--- src/rtl/bcd_pkg.sv ---
// Shared constants and state encoding for the BCD operand loader.
package bcd_pkg;

   localparam int         BCD_W   = 4;
   localparam logic [3:0] BCD_MAX = 4'd9;

   typedef enum logic [1:0] {
      LOAD_A = 2'd0,
      LOAD_B = 2'd1,
      HOLD   = 2'd2
   } state_e;

endpackage

--- src/rtl/bcd_digit_check.sv ---
// Combinational BCD range check: flags nibbles A-F as invalid digits.
module bcd_digit_check
   import bcd_pkg::*;
(
   input  logic [BCD_W-1:0] digit,
   output logic             invalid
);

   assign invalid = (digit > BCD_MAX);

endmodule

--- src/rtl/bcd_operand_loader.sv ---
// Assembles two DIGITS-wide packed BCD operands (MSD first) and presents them
// to the adder. Build option BCD_LOADER_STRICT_EN discards a pair on any invalid digit.
//
// state  | meaning
// LOAD_A | shifting digits into operand A
// LOAD_B | shifting digits into operand B
// HOLD   | pair complete, op_valid high until op_ready
module bcd_operand_loader
   import bcd_pkg::*;
#(
   parameter int DIGITS = 2
) (
   input  logic                    clk,
   input  logic                    rst,
   input  logic [BCD_W-1:0]        dig_in,
   input  logic                    dig_valid,
   output logic                    dig_ready,
   output logic [BCD_W*DIGITS-1:0] op_a,
   output logic [BCD_W*DIGITS-1:0] op_b,
   output logic                    op_valid,
   input  logic                    op_ready,
   output logic                    op_err,
   output logic                    err_sticky,
   input  logic                    err_clr
);

   localparam int OP_W  = BCD_W * DIGITS;
   localparam int CNT_W = (DIGITS > 1) ? $clog2(DIGITS) : 1;
   localparam logic [CNT_W-1:0] CNT_LAST = CNT_W'(DIGITS - 1);

   state_e            state_q, state_d;
   logic [CNT_W-1:0]  cnt_q, cnt_d;
   logic [OP_W-1:0]   op_a_q, op_a_d;
   logic [OP_W-1:0]   op_b_q, op_b_d;
   logic              op_err_q, op_err_d;
   logic              sticky_q, sticky_d;
   logic              invalid;
   logic              accept;
   logic              discard;

   bcd_digit_check u_check (
      .digit   (dig_in),
      .invalid (invalid)
   );

`ifdef BCD_LOADER_STRICT_EN
   assign discard = invalid;
`else
   assign discard = 1'b0;
`endif

   assign dig_ready  = (state_q != HOLD) && !rst;
   assign accept     = dig_valid && dig_ready;
   assign op_valid   = (state_q == HOLD);
   assign op_a       = op_a_q;
   assign op_b       = op_b_q;
   assign op_err     = op_err_q;
   assign err_sticky = sticky_q;

   always_comb begin
      state_d  = state_q;
      cnt_d    = cnt_q;
      op_a_d   = op_a_q;
      op_b_d   = op_b_q;
      op_err_d = op_err_q;
      sticky_d = sticky_q;

      // set wins over a simultaneous clear
      if (err_clr)
         sticky_d = 1'b0;
      if (accept && invalid)
         sticky_d = 1'b1;

      case (state_q)
         LOAD_A, LOAD_B: begin
            if (accept) begin
               if (discard) begin
                  state_d  = LOAD_A;
                  cnt_d    = '0;
                  op_a_d   = '0;
                  op_b_d   = '0;
                  op_err_d = 1'b0;
               end else begin
                  if (state_q == LOAD_A) begin
                     op_a_d              = op_a_q << BCD_W;
                     op_a_d[BCD_W-1:0]   = dig_in;
                  end else begin
                     op_b_d              = op_b_q << BCD_W;
                     op_b_d[BCD_W-1:0]   = dig_in;
                  end
                  if (invalid)
                     op_err_d = 1'b1;
                  if (cnt_q == CNT_LAST) begin
                     cnt_d   = '0;
                     state_d = (state_q == LOAD_A) ? LOAD_B : HOLD;
                  end else begin
                     cnt_d = cnt_q + CNT_W'(1);
                  end
               end
            end
         end
         HOLD: begin
            if (op_ready) begin
               state_d  = LOAD_A;
               op_err_d = 1'b0;
            end
         end
         default: begin
            state_d = LOAD_A;
            cnt_d   = '0;
         end
      endcase
   end

   always_ff @(posedge clk) begin
      if (rst) begin
         state_q  <= LOAD_A;
         cnt_q    <= '0;
         op_a_q   <= '0;
         op_b_q   <= '0;
         op_err_q <= 1'b0;
         sticky_q <= 1'b0;
      end else begin
         state_q  <= state_d;
         cnt_q    <= cnt_d;
         op_a_q   <= op_a_d;
         op_b_q   <= op_b_d;
         op_err_q <= op_err_d;
         sticky_q <= sticky_d;
      end
   end

endmodule
--- config.mk ---
export PLATFORM = sky130hd
export DESIGN_NAME = bcd_operand_loader
export DESIGN_NICKNAME = d
export VERILOG_FILES = /design/src/rtl/bcd_pkg.sv /design/src/rtl/bcd_digit_check.sv /design/src/rtl/bcd_operand_loader.sv
export SDC_FILE = /design/constraint.sdc
export NUM_CORES = 1
export LEC_CHECK = 0
export BUFFER_PORTS_ARGS = -buffer_cell sky130_fd_sc_hd__buf_2
export CORE_MARGIN = 4
export CORE_UTILIZATION = 47
export DETAILED_ROUTE_END_ITERATION = 6
export HOLD_SLACK_MARGIN = 0.05
export PLACE_DENSITY = 0.73
export SETUP_SLACK_MARGIN = 0.5
export SLEW_MARGIN = 25
export SYNTH_ARGS = -nofsm -noshare
export SYNTH_HDL_FRONTEND = slang
export SYNTH_SLANG_ARGS = --single-unit
--- constraint.sdc ---
create_clock -name clk -period 1.58 [get_ports clk]
set_input_delay 0.237 -clock clk [delete_from_list [all_inputs] [get_ports clk]]
set_output_delay 0.237 -clock clk [all_outputs]
set_load 0.05 [all_outputs]
Word-level counts from Yosys, hierarchy flattened

Index checks and enable logic that the tools add are counted.
Widths: inputs -> output; s select.

Eq/ne operators: 7
$lt $le $gt $ge: 1
Multiplexer cells: 14
Bitwise operators: 2
Reductions and logical operators: 13
$mul: 0
$add $sub $neg: 1
Divide/modulo/power cells: 0
Shifts and indexed selects: 0

Operators with widths:

| kind                | number |
|---|---|
| $reduce_and 3->1    | 3 |
| $mux 2              | 4 |
| $ne 2x2->1 const B  | 4 |
| $mux 1              | 7 |
| $gt 4x4->1 const B  | 1 |
| $pmux 1 s2          | 2 |
| $pmux 2 s2          | 1 |
| $reduce_and 4->1    | 1 |
| $reduce_bool 2->1   | 2 |
| $logic_and 1x1->1   | 3 |
| $eq 2x1->1 const B  | 1 |
| $eq 2x2->1 const B  | 1 |
| $logic_not 2->1     | 1 |
| $ne 2x1->1 const B  | 1 |
| $not 1->1           | 2 |
| $reduce_and 2->1    | 1 |
| $reduce_or 2->1     | 1 |
| $add 1x1->1 const B | 1 |
| $logic_not 1->1     | 1 |

Output and inout bits: 20
ROM bits: 0
Register bits after elaboration: 21
RAM bits: 0
Word-level logic and storage cells: 44
Latch bits: 0
Memories kept: 0

Longest topological paths before layout

Depth after elaboration: 5
Gate-level depth with buffers: 5
Gate-level depth less buffers: 3

Hierarchy

A second synthesis with hierarchy kept.

Cell total of the unflattened synthesis: 87
Area total of the unflattened synthesis: 807.0 sq um

By module, submodules not included:

| module             | cells each | area each (sq um) | sequential area each (sq um) | instances |
|---|---|---|---|---|
| bcd_operand_loader | 86         | 799.5             | 420.4                        | 1 |
| bcd_digit_check    | 1          | 7.5               | 0.0                          | 1 |

Worst setup path before layout

Ideal clock, no wire load.

Kind: register -> output
From: register state_q[1]
To: output port dig_ready
Buffers on the path: 1
Data required time: 1.343 ns
Arrival: 1.750 ns
Path slack: -0.407 ns
Stages on the path, launching flop included: 4
Cell sequence: dfxtp_1 -> buf_6 -> nor2b_1 -> nor2_1

Cells in the longest elaborated chain, start to end: 2

RTL lines:

| element                | RTL line                  | RTL |
|---|---|---|
| start, declared        | bcd_operand_loader.sv:31  | `state_e state_q, state_d;` |
| start signal, assigned | bcd_operand_loader.sv:124 | `state_q <= state_d;` |
| $ne 2x2->1             | bcd_operand_loader.sv:52  | `assign dig_ready = (state_q != HOLD) && !rst;` |
| $logic_and 1x1->1      | bcd_operand_loader.sv:52  |  |
| end, declared          | bcd_operand_loader.sv:17  | `output logic dig_ready,` |

Every way passes these cells.

Final worst setup path

Same ends and word-level chain as after synthesis.

==> run_results.csv <==
group,metric,value,unit
routing,drc_errors,0,
logic_synthesis,ys.flop_type,"dfxtp_1",
routing,ant_nets,0,
worst_setup_path,slowest_stage,"dfxtp_4",
sta,drv_slew,0,
sta,rsz0062_at_grt,"true",
logic_synthesis,synth-seq-cells,21,
routing,wirelength,2990,µm
finish,syn_to_final_growth,78.3,%
clock_network,clk_latency,0.31,ns
grt,grt_pass1_wl,3370,µm
floorplanning,die_area,2470,µm²
sta,hold_viol,0,
logic_synthesis,synthesis.instances,87,
sta,clock_skew,0.00723,ns
sta,fin_crit_sh,0.869,
finish,fin_util,0.924,
job,maxCapViolations,0,
outcome,status,"complete, no violations",
clock_network,cts_root_buf,"clkbuf_4",
sta,slew_headroom,0.793,
worst_setup_path,crit_chain,"nor2b_4 -> nor2_4 -> buf_6",
place,post-dp-hpwl,1280,µm
clock_network,cts_made_buffers,3,
logic_synthesis,synth_edf_count,0,
min_path,hold_path_depth,3,
routing,wl_per_cell,20.2,µm
logic_synthesis,synth_top_cell_by_area,"dfxtp_1",
place,port-buffer-count,28,
grt,grt_overflow,0,
worst_setup_path,crit_path_end_kind,"primary output",
worst_setup_path,path_buf_inv,1,
routing,dr.first_iter.drc_count,34,
sta,setup_viol,0,
logic_synthesis,syn_area,817,µm²
clock_network,clock-sinks,21,
floorplanning,coreArea,1580,µm²
floorplanning,fp.dieW,49.7,µm
sta,tightest_slew,0.310,ns
worst_setup_path,crit_fanout,5,
floorplanning,rows,14,
worst_setup_path,worstReg2RegEnd,"op_b[4]",
min_path,min_to,"op_a[0]",
logic_synthesis,ys_seq_area_frac,0.515,
finish,nNetsFinal,142,
min_path,min_path_type,"primary input to register",
place,place.gp.congestion,0.781,
worst_setup_path,crit_family,"flip-flops",
finish,drive_above_1_share,0.765,
worst_setup_path,worstSetupPathType,"register to primary output",
worst_setup_path,reg2regPathDepth,4,
worst_setup_path,cpPeakStageDelay,0.41,ns
logic_synthesis,synth_area_leaders,"dfxtp_1 (51%), mux2i_1 (9.8%), nand2_1 (7.8%)",
worst_setup_path,start_kind,"register",
grt,grt_pass1_vias,742,
worst_setup_path,ff2ff_setup_slack,0.22,ns
routing,drt_first_pass_iters,4,
worst_setup_path,arrival,1.14,ns
sta,fin_crit,1.37,ns
logic_synthesis,ys_async_sr_fraction,0,
grt,antenna_found_initial,0,
pwr,ir_drop,0.839,mV
finish,diodes,0,
pwr,p_leak,0.602,nW
worst_setup_path,r2r-start,"state_q[1]",
sta,fmax,728,MHz
floorplanning,start_util,0.518,
routing,num_vias,854,
finish,layout.cells.most_common_list,"dfxtp_2 (15), buf_4 (15), buf_6 (12), buf_8 (12)",
clock_network,clk_path_buf_depth,2,
logic_synthesis,ys_types,22,
logic_synthesis,ys_warn_count,0,
pwr,power.density,720,nW/µm²
clock_network,hold_buffers,0,
floorplanning,ioPinCount,29,
min_path,hp-start,"dig_in[0]",
grt,grt_start_max_net_pins,16,
routing,vias_per_cell,5.77,
logic_synthesis,avgSynthCellArea,9.39,µm²
worst_setup_path,worstPathRequired,1.34,ns
clock_network,cts_tree,"built",
clock_network,htreeDepth,1,
clock_network,path_clk_slew,0.13,ns
logic_synthesis,synth_fp_nets,96,
sta,finalSetupTns,0,ns
grt,grt_usage,0.180,
logic_synthesis,synth.top_cell.area_share,0.515,
floorplanning,die_y,49.7,µm
[worst min-delay path, delay by kind of cell]
family / cells / cell delay (ns)
buffers and inverters: 1 / 0.11
AOI/OAI and AO/OA: 1 / 0.04
and+or+nand+nor: 1 / 0.06
[where the power goes]
| part | total [mW] | leakage (nW) | switching, mW | internal [mW] |
|---|---|---|---|---|
| combinational | 0.218 | 0.406 | 0.123 | 0.0948 |
| sequential | 0.562 | 0.181 | 0.0201 | 0.542 |
| clock | 0.270 | 0.0150 | 0.171 | 0.0985 |
| total | 1.05 | 0.602 | 0.314 | 0.735 |
[cells in the mapped netlist (2+ instances only)]
| library cell | n |
|---|---|
| dfxtp_1 | 21 |
| nand2_1 | 17 |
| nor2_1 | 12 |
| a21oi_1 | 9 |
| mux2i_1 | 8 |
| buf_1 | 2 |
| buf_2 | 2 |
| or3b_2 | 2 |
[metal layers]
metal	vias up	GRT usage	wire [µm]	part of all wire
met3	10	0.0482	137	0.046
li1	385	-	-	-
met1	430	0.205	1140	0.38
met4	0	0.0968	77	0.026
met5	-	0	0	0
met2	29	0.302	1640	0.55
[cell families (layout without fill, tap and decap cells)]
group	after synthesis	in the layout	share of synthesized area
flip-flops	21	21	0.515
buffers and inverters	6	51	0.0444
XOR/XNOR	1	1	0.0107
AND/OR/NAND/NOR	37	37	0.231
multiplexers	8	8	0.0980
AO/OA/AOI/OAI	14	14	0.101
[per-stage QoR]
stage | std cells | hold WS, ns | instance area (µm²) | power [mW] | worst slack, ns
after CTS | 138 | 0.170 | 1220 | 0.984 | 0.244
after floorplan | 87 | 0.377 | 847 | 0.670 | 0.309
final | 148 | 0.164 | 1460 | 1.05 | 0.206
after detailed placement | 129 | 0.446 | 995 | 0.707 | 0.212
after global routing | 148 | 0.167 | 1460 | 1.08 | 0.154
after global placement | 129 | 0.438 | 995 | 0.704 | 0.242
[how the worst max path moves through the flow]
stage | from | end | slack (ns) | depth (start not counted)
finish | state_q[1] | dig_ready | 0.21 | 3
global route | state_q[1] | op_b[1] | 0.15 | 4
CTS | state_q[1] | dig_ready | 0.24 | 3
detailed placement | state_q[1] | op_b[6] | 0.21 | 4
global placement | state_q[1] | op_b[2] | 0.24 | 4
floorplan | state_q[1] | op_a[0] | 0.31 | 5
[state kept, by name, summed over array words and instances (netlist names)]
signal      flops
err_sticky      1
op_b            8
state_q         2
op_err          1
cnt_q           1
op_a            8
[what timing repair did]
| item | in CTS | in global routing |
|---|---|---|
| pin swaps | 13 | 18 |
| setup endpoints to repair | 38 | 39 |
| buffers inserted | 5 | 10 |
| resized for setup | 56 | 53 |
[cell type report]
type,count,area [µm²]
well taps,16,20.0
flip-flops and latches,21,458
clock buffers,4,26.3
fillers,61,120
repair buffers,47,468
multi-input cells,60,484
Power figures use the tool's default switching activity.
